<file path="src/rtl/fp_cmp_unit.sv">
// -----------------------------------------------------------------------------
// fp_cmp_unit
//
// Two-stage pipelined single-precision compare / min / max unit covering
// FEQ.S, FLT.S, FLE.S, FMIN.S and FMAX.S. Operand classification is taken from
// the upstream classify stage as one-hot FCLASS vectors rather than re-decoded.
//
// Optional feature macro: FP_CMP_NV_STICKY_EN
//   defined   -> o_nv_sticky accumulates delivered NV flags, cleared by i_nv_clr
//   undefined -> o_nv_sticky is tied 0 and i_nv_clr is ignored
//
// Ports:
//   i_clk, i_rst_n     clock, asynchronous active-low reset
//   i_flush            drop every in-flight operation (highest priority)
//   i_valid / o_ready  input handshake
//   i_op               000 FLE, 001 FLT, 010 FEQ, 100 FMIN, 101 FMAX
//   i_rs1_f, i_rs2_f   IEEE-754 single operands
//   i_cls1, i_cls2     one-hot FCLASS vectors (bit0 -inf ... bit9 qNaN)
//   i_tag              destination tag, returned unchanged as o_tag
//   o_valid / i_ready  output handshake
//   o_result, o_nv     result word and invalid-operation flag
//   o_nv_sticky        accumulated NV flag
//   i_nv_clr           clears o_nv_sticky
// -----------------------------------------------------------------------------
module fp_cmp_unit #(
    parameter int TAG_W = 5
) (
    input  logic             i_clk,
    input  logic             i_rst_n,
    input  logic             i_flush,
    input  logic             i_valid,
    output logic             o_ready,
    input  logic [2:0]       i_op,
    input  logic [31:0]      i_rs1_f,
    input  logic [31:0]      i_rs2_f,
    input  logic [9:0]       i_cls1,
    input  logic [9:0]       i_cls2,
    input  logic [TAG_W-1:0] i_tag,
    output logic             o_valid,
    input  logic             i_ready,
    output logic [31:0]      o_result,
    output logic             o_nv,
    output logic [TAG_W-1:0] o_tag,
    output logic             o_nv_sticky,
    input  logic             i_nv_clr
);

    localparam logic [2:0] OP_FLE  = 3'b000;
    localparam logic [2:0] OP_FLT  = 3'b001;
    localparam logic [2:0] OP_FEQ  = 3'b010;
    localparam logic [2:0] OP_FMIN = 3'b100;
    localparam logic [2:0] OP_FMAX = 3'b101;
    localparam logic [31:0] CANON_NAN = 32'h7FC0_0000;

    // Stage S1 registers (index 0 = rs1, index 1 = rs2)
    logic                  s1_valid_reg, s1_valid_next;
    logic [2:0]            s1_op_reg;
    logic [1:0][31:0]      s1_rs_reg;
    logic [1:0][9:0]       s1_cls_reg;
    logic [TAG_W-1:0]      s1_tag_reg;

    // Stage S2 (output) registers
    logic                  s2_valid_reg, s2_valid_next;
    logic [31:0]           s2_result_reg, s2_result_next;
    logic                  s2_nv_reg, s2_nv_next;
    logic [TAG_W-1:0]      s2_tag_reg;

    logic s2_take;
    logic s2_load;
    logic accept;

    // S2 frees up when empty or being drained this cycle; S1 frees up when
    // empty or moving into S2. This gives full throughput under i_ready = 1.
    assign s2_take = !s2_valid_reg || i_ready;
    assign o_ready = !s1_valid_reg || s2_take;
    assign accept  = i_valid && o_ready;
    assign s2_load = s2_take && s1_valid_reg;

    always_comb begin
        s1_valid_next = s1_valid_reg;
        s2_valid_next = s2_valid_reg;
        if (s2_take) begin
            s2_valid_next = s1_valid_reg;
        end
        if (o_ready) begin
            s1_valid_next = accept;
        end
        if (i_flush) begin
            s1_valid_next = 1'b0;
            s2_valid_next = 1'b0;
        end
    end

    always_ff @(posedge i_clk or negedge i_rst_n) begin
        if (!i_rst_n) begin
            s1_valid_reg <= 1'b0;
            s2_valid_reg <= 1'b0;
        end else begin
            s1_valid_reg <= s1_valid_next;
            s2_valid_reg <= s2_valid_next;
        end
    end

    // S1 data loads only on accept so a stalled entry is preserved.
    always_ff @(posedge i_clk or negedge i_rst_n) begin
        if (!i_rst_n) begin
            s1_op_reg  <= '0;
            s1_rs_reg  <= '0;
            s1_cls_reg <= '0;
            s1_tag_reg <= '0;
        end else if (accept) begin
            s1_op_reg  <= i_op;
            s1_rs_reg  <= {i_rs2_f, i_rs1_f};
            s1_cls_reg <= {i_cls2, i_cls1};
            s1_tag_reg <= i_tag;
        end
    end

    // Per-operand class flags
    logic [1:0] is_nan, is_snan, is_zero;

    genvar gi;
    generate
        for (gi = 0; gi < 2; gi++) begin : g_cls
            assign is_nan[gi]  = s1_cls_reg[gi][8] | s1_cls_reg[gi][9];
            assign is_snan[gi] = s1_cls_reg[gi][8];
            assign is_zero[gi] = s1_cls_reg[gi][3] | s1_cls_reg[gi][4];
        end
    endgenerate

    // Class bits not needed for compare/min/max
    logic unused_cls_bits;
    assign unused_cls_bits = ^{s1_cls_reg[0][7:5], s1_cls_reg[0][2:0],
                               s1_cls_reg[1][7:5], s1_cls_reg[1][2:0]};

    logic [31:0] a_f, b_f;
    logic        any_nan, any_snan, both_zero;
    logic        eq, lt, lt_raw;
    logic [31:0] min_sel, max_sel;

    assign a_f       = s1_rs_reg[0];
    assign b_f       = s1_rs_reg[1];
    assign any_nan   = |is_nan;
    assign any_snan  = |is_snan;
    assign both_zero = &is_zero;
    assign eq        = (a_f == b_f) || both_zero;

    // lt_raw is a pure sign-magnitude order in which -0 sits below +0; that
    // is exactly the ordering min/max needs. The compare ops mask the zero
    // case so that -0 and +0 are unordered-equal.
    always_comb begin
        lt_raw = 1'b0;
        if (a_f[31] != b_f[31]) begin
            lt_raw = a_f[31];
        end else if (!a_f[31]) begin
            lt_raw = a_f[30:0] < b_f[30:0];
        end else begin
            lt_raw = a_f[30:0] > b_f[30:0];
        end
    end

    assign lt      = lt_raw && !both_zero;
    assign min_sel = lt_raw ? a_f : b_f;
    assign max_sel = lt_raw ? b_f : a_f;

    always_comb begin
        s2_result_next = '0;
        s2_nv_next     = 1'b0;
        case (s1_op_reg)
            OP_FEQ: begin
                s2_result_next = {31'b0, eq && !any_nan};
                s2_nv_next     = any_snan;
            end
            OP_FLT: begin
                s2_result_next = {31'b0, lt && !any_nan};
                s2_nv_next     = any_nan;
            end
            OP_FLE: begin
                s2_result_next = {31'b0, (lt || eq) && !any_nan};
                s2_nv_next     = any_nan;
            end
            OP_FMIN, OP_FMAX: begin
                s2_nv_next = any_snan;
                if (&is_nan) begin
                    s2_result_next = CANON_NAN;
                end else if (is_nan[0]) begin
                    s2_result_next = b_f;
                end else if (is_nan[1]) begin
                    s2_result_next = a_f;
                end else begin
                    s2_result_next = (s1_op_reg == OP_FMIN) ? min_sel : max_sel;
                end
            end
            default: begin
                s2_result_next = '0;
                s2_nv_next     = 1'b0;
            end
        endcase
    end

    // Output registers hold while stalled.
    always_ff @(posedge i_clk or negedge i_rst_n) begin
        if (!i_rst_n) begin
            s2_result_reg <= '0;
            s2_nv_reg     <= 1'b0;
            s2_tag_reg    <= '0;
        end else if (s2_load) begin
            s2_result_reg <= s2_result_next;
            s2_nv_reg     <= s2_nv_next;
            s2_tag_reg    <= s1_tag_reg;
        end
    end

    assign o_valid  = s2_valid_reg;
    assign o_result = s2_result_reg;
    assign o_nv     = s2_nv_reg;
    assign o_tag    = s2_tag_reg;

`ifdef FP_CMP_NV_STICKY_EN
    logic nv_sticky_reg;

    // Set beats clear; a result sitting at the output during a flush counts
    // as flushed and does not set the flag.
    always_ff @(posedge i_clk or negedge i_rst_n) begin
        if (!i_rst_n) begin
            nv_sticky_reg <= 1'b0;
        end else if (s2_valid_reg && i_ready && s2_nv_reg && !i_flush) begin
            nv_sticky_reg <= 1'b1;
        end else if (i_nv_clr) begin
            nv_sticky_reg <= 1'b0;
        end
    end

    assign o_nv_sticky = nv_sticky_reg;
`else
    logic unused_nv_clr;
    assign unused_nv_clr = i_nv_clr;
    assign o_nv_sticky   = 1'b0;
`endif

endmodule

</file>
<file path="config.mk">
export PLATFORM = sky130hd
export DESIGN_NAME = fp_cmp_unit
export DESIGN_NICKNAME = d
export VERILOG_FILES = /design/src/rtl/fp_cmp_unit.sv
export SDC_FILE = /design/constraint.sdc
export NUM_CORES = 1
export LEC_CHECK = 0
export ABC_CLOCK_PERIOD_IN_PS = 2300
export BUFFER_PORTS_ARGS = -buffer_cell sky130_fd_sc_hd__buf_4
export CELL_PAD_IN_SITES_DETAIL_PLACEMENT = 0
export CELL_PAD_IN_SITES_GLOBAL_PLACEMENT = 1
export CORE_MARGIN = 2
export CORE_UTILIZATION = 38
export DETAILED_ROUTE_END_ITERATION = 10
export GPL_ROUTABILITY_DRIVEN = 0
export PLACE_DENSITY_LB_ADDON = 0.05
export SLEW_MARGIN = 20
export SYNTH_ARGS = -nofsm -noshare
export SYNTH_HDL_FRONTEND = slang
export SYNTH_SLANG_ARGS = --single-unit
</file>
<file path="constraint.sdc">
create_clock -name i_clk -period 2.3 [get_ports i_clk]
set_input_delay 0.345 -clock i_clk [delete_from_list [all_inputs] [get_ports i_clk]]
set_output_delay 0.345 -clock i_clk [all_outputs]
set_load 0.05 [all_outputs]
</file>
# Yosys cells after proc, flatten, opt, wreduce, memory -nomap -nowiden
# Cells that the tools add are included.
# word_totals
wordCells	61
input_bits	98
ff_bits	132
output_inout_bits	41
# op_classes
n_bitwise	4
n_reduce_logical	24
mux	14
n_eq_ne	6
n_lt_le_gt_ge	2
# ops
cell	count
32-bit two-way mux	6
32-bit one-hot mux with 4 select lines	1
32-bit equality test	1
31-bit greater-than comparator	1
31-bit less-than comparator	1
2-bit OR reduction	4
3-bit equality test, second input constant	2
1-bit logical AND	6
1-bit two-way mux	6
1-bit zero test	4
1-bit logical OR	4
1-bit OR	4
2-bit AND reduction	2
2-bit nonzero test	2
3-bit by 1-bit equality test with 1-bit output, second input constant	1
3-bit by 2-bit equality test with 1-bit output, second input constant	1
3-bit zero test	1
3-bit OR reduction	1
1-bit one-hot mux with 2 select lines	1
1-bit != test	1

# Longest topological paths before layout
# logic_depth
word_depth	9
depth_mapped	11
ltp_nobuf	10

# Worst setup path before layout
# No wires, ideal clock.
# synth_timing
path_type	flip-flop to flip-flop
from	register s1_rs_reg (netlist bit a_f[8])
to	register s2_result_reg[16], in the netlist o_result[16]
required_time_ns	2.166
slack_ns	-0.218
path_stages_with_launch	11
synth_period_minus_slack_ns	2.518
arrival_ns	2.384
setup_ns	0.134
n_path_buf	1
path_cell_list	dfrtp_1 -> ha_1 -> a21oi_1 -> o21ai_1 -> a221oi_1 -> a21oi_2 -> or3_4 -> a211o_1 -> buf_2 -> a32oi_1 -> o31ai_1
# synth_via
elab_chain_len	9
elab_cells_between_ends	11
classes_between	2 x order compare; 9 x mux
# synth_lines
element	line	source
start: declaration	58	logic [1:0][31:0] s1_rs_reg;
start signal: assignment	113	s1_rs_reg <= {i_rs2_f, i_rs1_f};
31-bit less-than comparator / 31-bit greater-than comparator (equally long branches)	156, 158	
1-bit two-way mux *	155	end else if (!a_f[31]) begin
1-bit two-way mux *	153	if (a_f[31] != b_f[31]) begin
32-bit two-way mux, on equally long branches	164, 163	
32-bit two-way mux *	191	s2_result_next = (s1_op_reg == OP_FMIN) ? min_sel : max_sel;
32-bit two-way mux *	188	end else if (is_nan[1]) begin
32-bit two-way mux *	186	end else if (is_nan[0]) begin
32-bit two-way mux *	184	if (&is_nan) begin
32-bit one-hot mux with 4 select lines *	169	case (s1_op_reg)
end signal: assignment	208	s2_result_reg <= s2_result_next;
end: declaration	64	logic [31:0] s2_result_reg, s2_result_next;
# Every way passes the cells marked *; elsewhere a longest branch is shown, timed or not.
# A chain may end at the register's enable or synchronous reset.

# Worst setup path in the final report
# layout_timing
from	register s1_rs_reg (netlist bit b_f[8])
to	register s2_result_reg[6], in the netlist o_result[6]
# The elaborated chain is that of the path after synthesis.

==> impl_metrics.toml <==
[clock_network]
cts_sinks = 120
clkTransAtPathRegs_ns = 0.06
cts_tree = "built"
root_buffer = "clkbuf_16"
insertion_delay_ns = 0.42
cts_buffers = 17
cts_buffer_depth = 2
htreeDepth = 4

[synthesis]
ys_types = 43
synth_ff_type = "dfrtp_1"
ys_ff_latch = 120
synth_edf_count = 0
synth_top_area_cell = "dfrtp_1"
syn-mean-instance-area_um2 = 11.6
synth_area_leaders = "dfrtp_1, mux2_2, ha_1, a32oi_1, o31ai_1"
netlist_area_um2 = 5870
synth_nets = 638
seq_area_frac_synth_pct = 51.2
synthArstFlopShare_pct = 100
synthCells = 507
synth_warnings = 0
synth_top_area_share_pct = 51.2

[timing]
tns_ns = -12.67
max_slew.worst_pin.slew_ns = 1.04
finalSetupViolCount = 31
slew_violations = 0
fin_ws_ns = -0.493
relSlewSlack_pct = 30.4
max_freq_ghz = 0.358
rsz0062_at_grt = "yes"
skew_ns = 0.00760
fin_crit_sh_pct = 121
period_minus_slack_ns = 2.79
hold_violations = 0

[pwr]
vdd_ir_drop_max_v = 0.000526
internal-power_w = 0.00461
switching_share_pct = 32.2
p_leak_nw = 4.00
powerDensity_nw_per_um2 = 795
p_clk_share_pct = 35.7
share_seq_of_total_power_pct = 37.4
comb_power_share_pct = 26.9
power_w = 0.00679
p_switching_w = 0.00219

[critical_path]
crit_type = "register to register"
path_cells = "inv_1, ha_4, a21oi_2, o21ai_2, a221oi_2, buf_4, a21oi_4, or3_4, a211o_4, buf_12, a32oi_2, o31ai_2"
cp.required_ns = 2.59
crit_arrival_ns = 3.09
start_kind = "register"
critPathBufInv = 3
max_stage_delay_ns = 0.40
cp_max_fo = 6
r2r_slack_ns = -0.49
crit_path_end_kind = "register"
critical_path.top_delay_family = "compound AO/OA/AOI/OAI gates"
cp_slowest_cell = "a211o_4"

[grt]
grt_pass1_wl_um = 25400
grt_pass1_vias = 4904
antenna_found_initial = 0
grt_usage_pct = 20.3
grt_overflow_total = 0
grt_max_degree = 51

[final_layout]
fill_cells = 1325
fin_nets = 826
syn_to_final_growth_pct = 45.6
antenna_cells = 0
layout-drive-gt1-share_pct = 54.0

[route]
drt_first_pass_iters = 4
wirelength_um = 16200
wire_per_inst_um = 18.1
drtIter0Drc = 153
vias = 4725
viasPerCell = 5.27
ant_nets = 0
route.detailed.drc = 0

[floorplan]
rows = 45
start_util_pct = 38.8
die_h_um = 128
core_area_um2 = 15100
die_x_um = 128
dieArea_um2 = 16500
ios = 139

[outcome]
failed_checks = "negative setup slack"
status = "finished, violations left"

[worst_hold_path]
min_path_type = "primary input to register"

[flow_run]
cap_violations = 0

[placement]
hpwl_um = 10700
port_buffers = 124
path summary, 6_finish.rpt:
check,start,to,cells after the start
worst max-delay path,b_f[8],o_result[6],12
worst min-delay path,i_flush,s1_valid_reg,2
worst max register to register,b_f[8],o_result[6],12
worst min register to register,s1_tag_reg[3],s1_tag_reg[3],1
max in group asynchronous,i_rst_n,b_f[31],3
min in group asynchronous,i_rst_n,o_result[17],2
logic make-up (layout without fill, tap and decap cells):
logic type	Yosys count	in the layout	share of synthesized area, %
compound gates	104	104	12.7
simple gates	97	97	8.31
other cells	1	1	0.0639
fa+ha+maj	33	33	7.03
flops	120	120	51.2
mux	85	85	16.3
buf+inv	67	268	4.46
layer usage:
metal	track usage, %	vias up	part of all wire (%)	wire length, µm
met5	0	-	0	0
li1	-	2247	-	-
met3	5.63	28	5.2	844
met1	25.6	2335	44	7170
met2	33.6	115	49	7910
met4	7.05	0	1.8	292
repair_timing:
item,CTS,global route
endpoints found under the setup margin,31,31
gates resized for setup,28,45
hold endpoints to repair,37,0
buffers inserted,3,5
cloned,1,2
hold buffers,1,0
pin swaps,5,18
cells in the final DEF, fill, tap and decap left out, drive strengths merged, types with 4 or more instances in the layout:
cell type and n:
o21ai 9, inv 38, dfrtp 120, a21oi 26, nand3 6, buf 197
nor2 13, clkbuf 20, clkinv 8, ha 33, o31ai 23, nand2 34
and3 23, mux2 85, a32oi 30, clkinvlp 4, nand4 7
Yosys cell counts, types with 2 or more instances:
| master | instances |
|---|---|
| a211oi_1 | 2 |
| a21oi_1 | 25 |
| a32oi_1 | 30 |
| and3_1 | 23 |
| buf_1 | 7 |
| buf_2 | 5 |
| clkbuf_1 | 18 |
| dfrtp_1 | 120 |
| ha_1 | 33 |
| inv_1 | 36 |
| mux2_2 | 85 |
| nand2_1 | 34 |
| nand2b_1 | 3 |
| nand3_1 | 6 |
| nand4_1 | 7 |
| nor2_1 | 13 |
| nor3_1 | 3 |
| o211ai_1 | 2 |
| o21ai_0 | 8 |
| o31ai_1 | 23 |
| or2_2 | 2 |
cell type report:
type                            count  area (µm²)  area share [%]
Sequential cell                   120        3000            35.1
Multi-Input combinational cell    320        2990            35.0
Timing Repair Buffer              200        1640            19.2
Clock buffer                       18         439            5.14
Tap cell                          188         235            2.75
Inverter                           36         135            1.58
Clock inverter                     14         103            1.20
through the flow:
stage / std cells / util [%] / hold slack [ns] / cell area [µm²] / setup WS [ns]
final: 896 / 56.4 / 0.0915 / 8540 / -0.493
after global routing: 896 / 56.4 / 0.0875 / 8540 / -0.596
after CTS: 889 / 54.2 / 0.0768 / 8210 / -0.427
after global placement: 852 / 49.2 / 0.358 / 7450 / -0.466
after floorplan: 507 / - / 0.0494 / 5890 / -0.187
after detailed placement: 852 / 49.2 / 0.368 / 7450 / -0.536
power by group through the flow:
stage / clock network (W) / logic (W) / registers (W)
6_report: 0.00243 / 0.00183 / 0.00254
5_1_grt: 0.00257 / 0.00198 / 0.00258
2_1_floorplan: 0 / 0.000627 / 0.00284
3_5_place_dp: 0 / 0.00161 / 0.00256
3_3_place_gp: 0 / 0.00160 / 0.00255
4_1_cts: 0.00248 / 0.00170 / 0.00253
(Power assumes the default switching activity.)
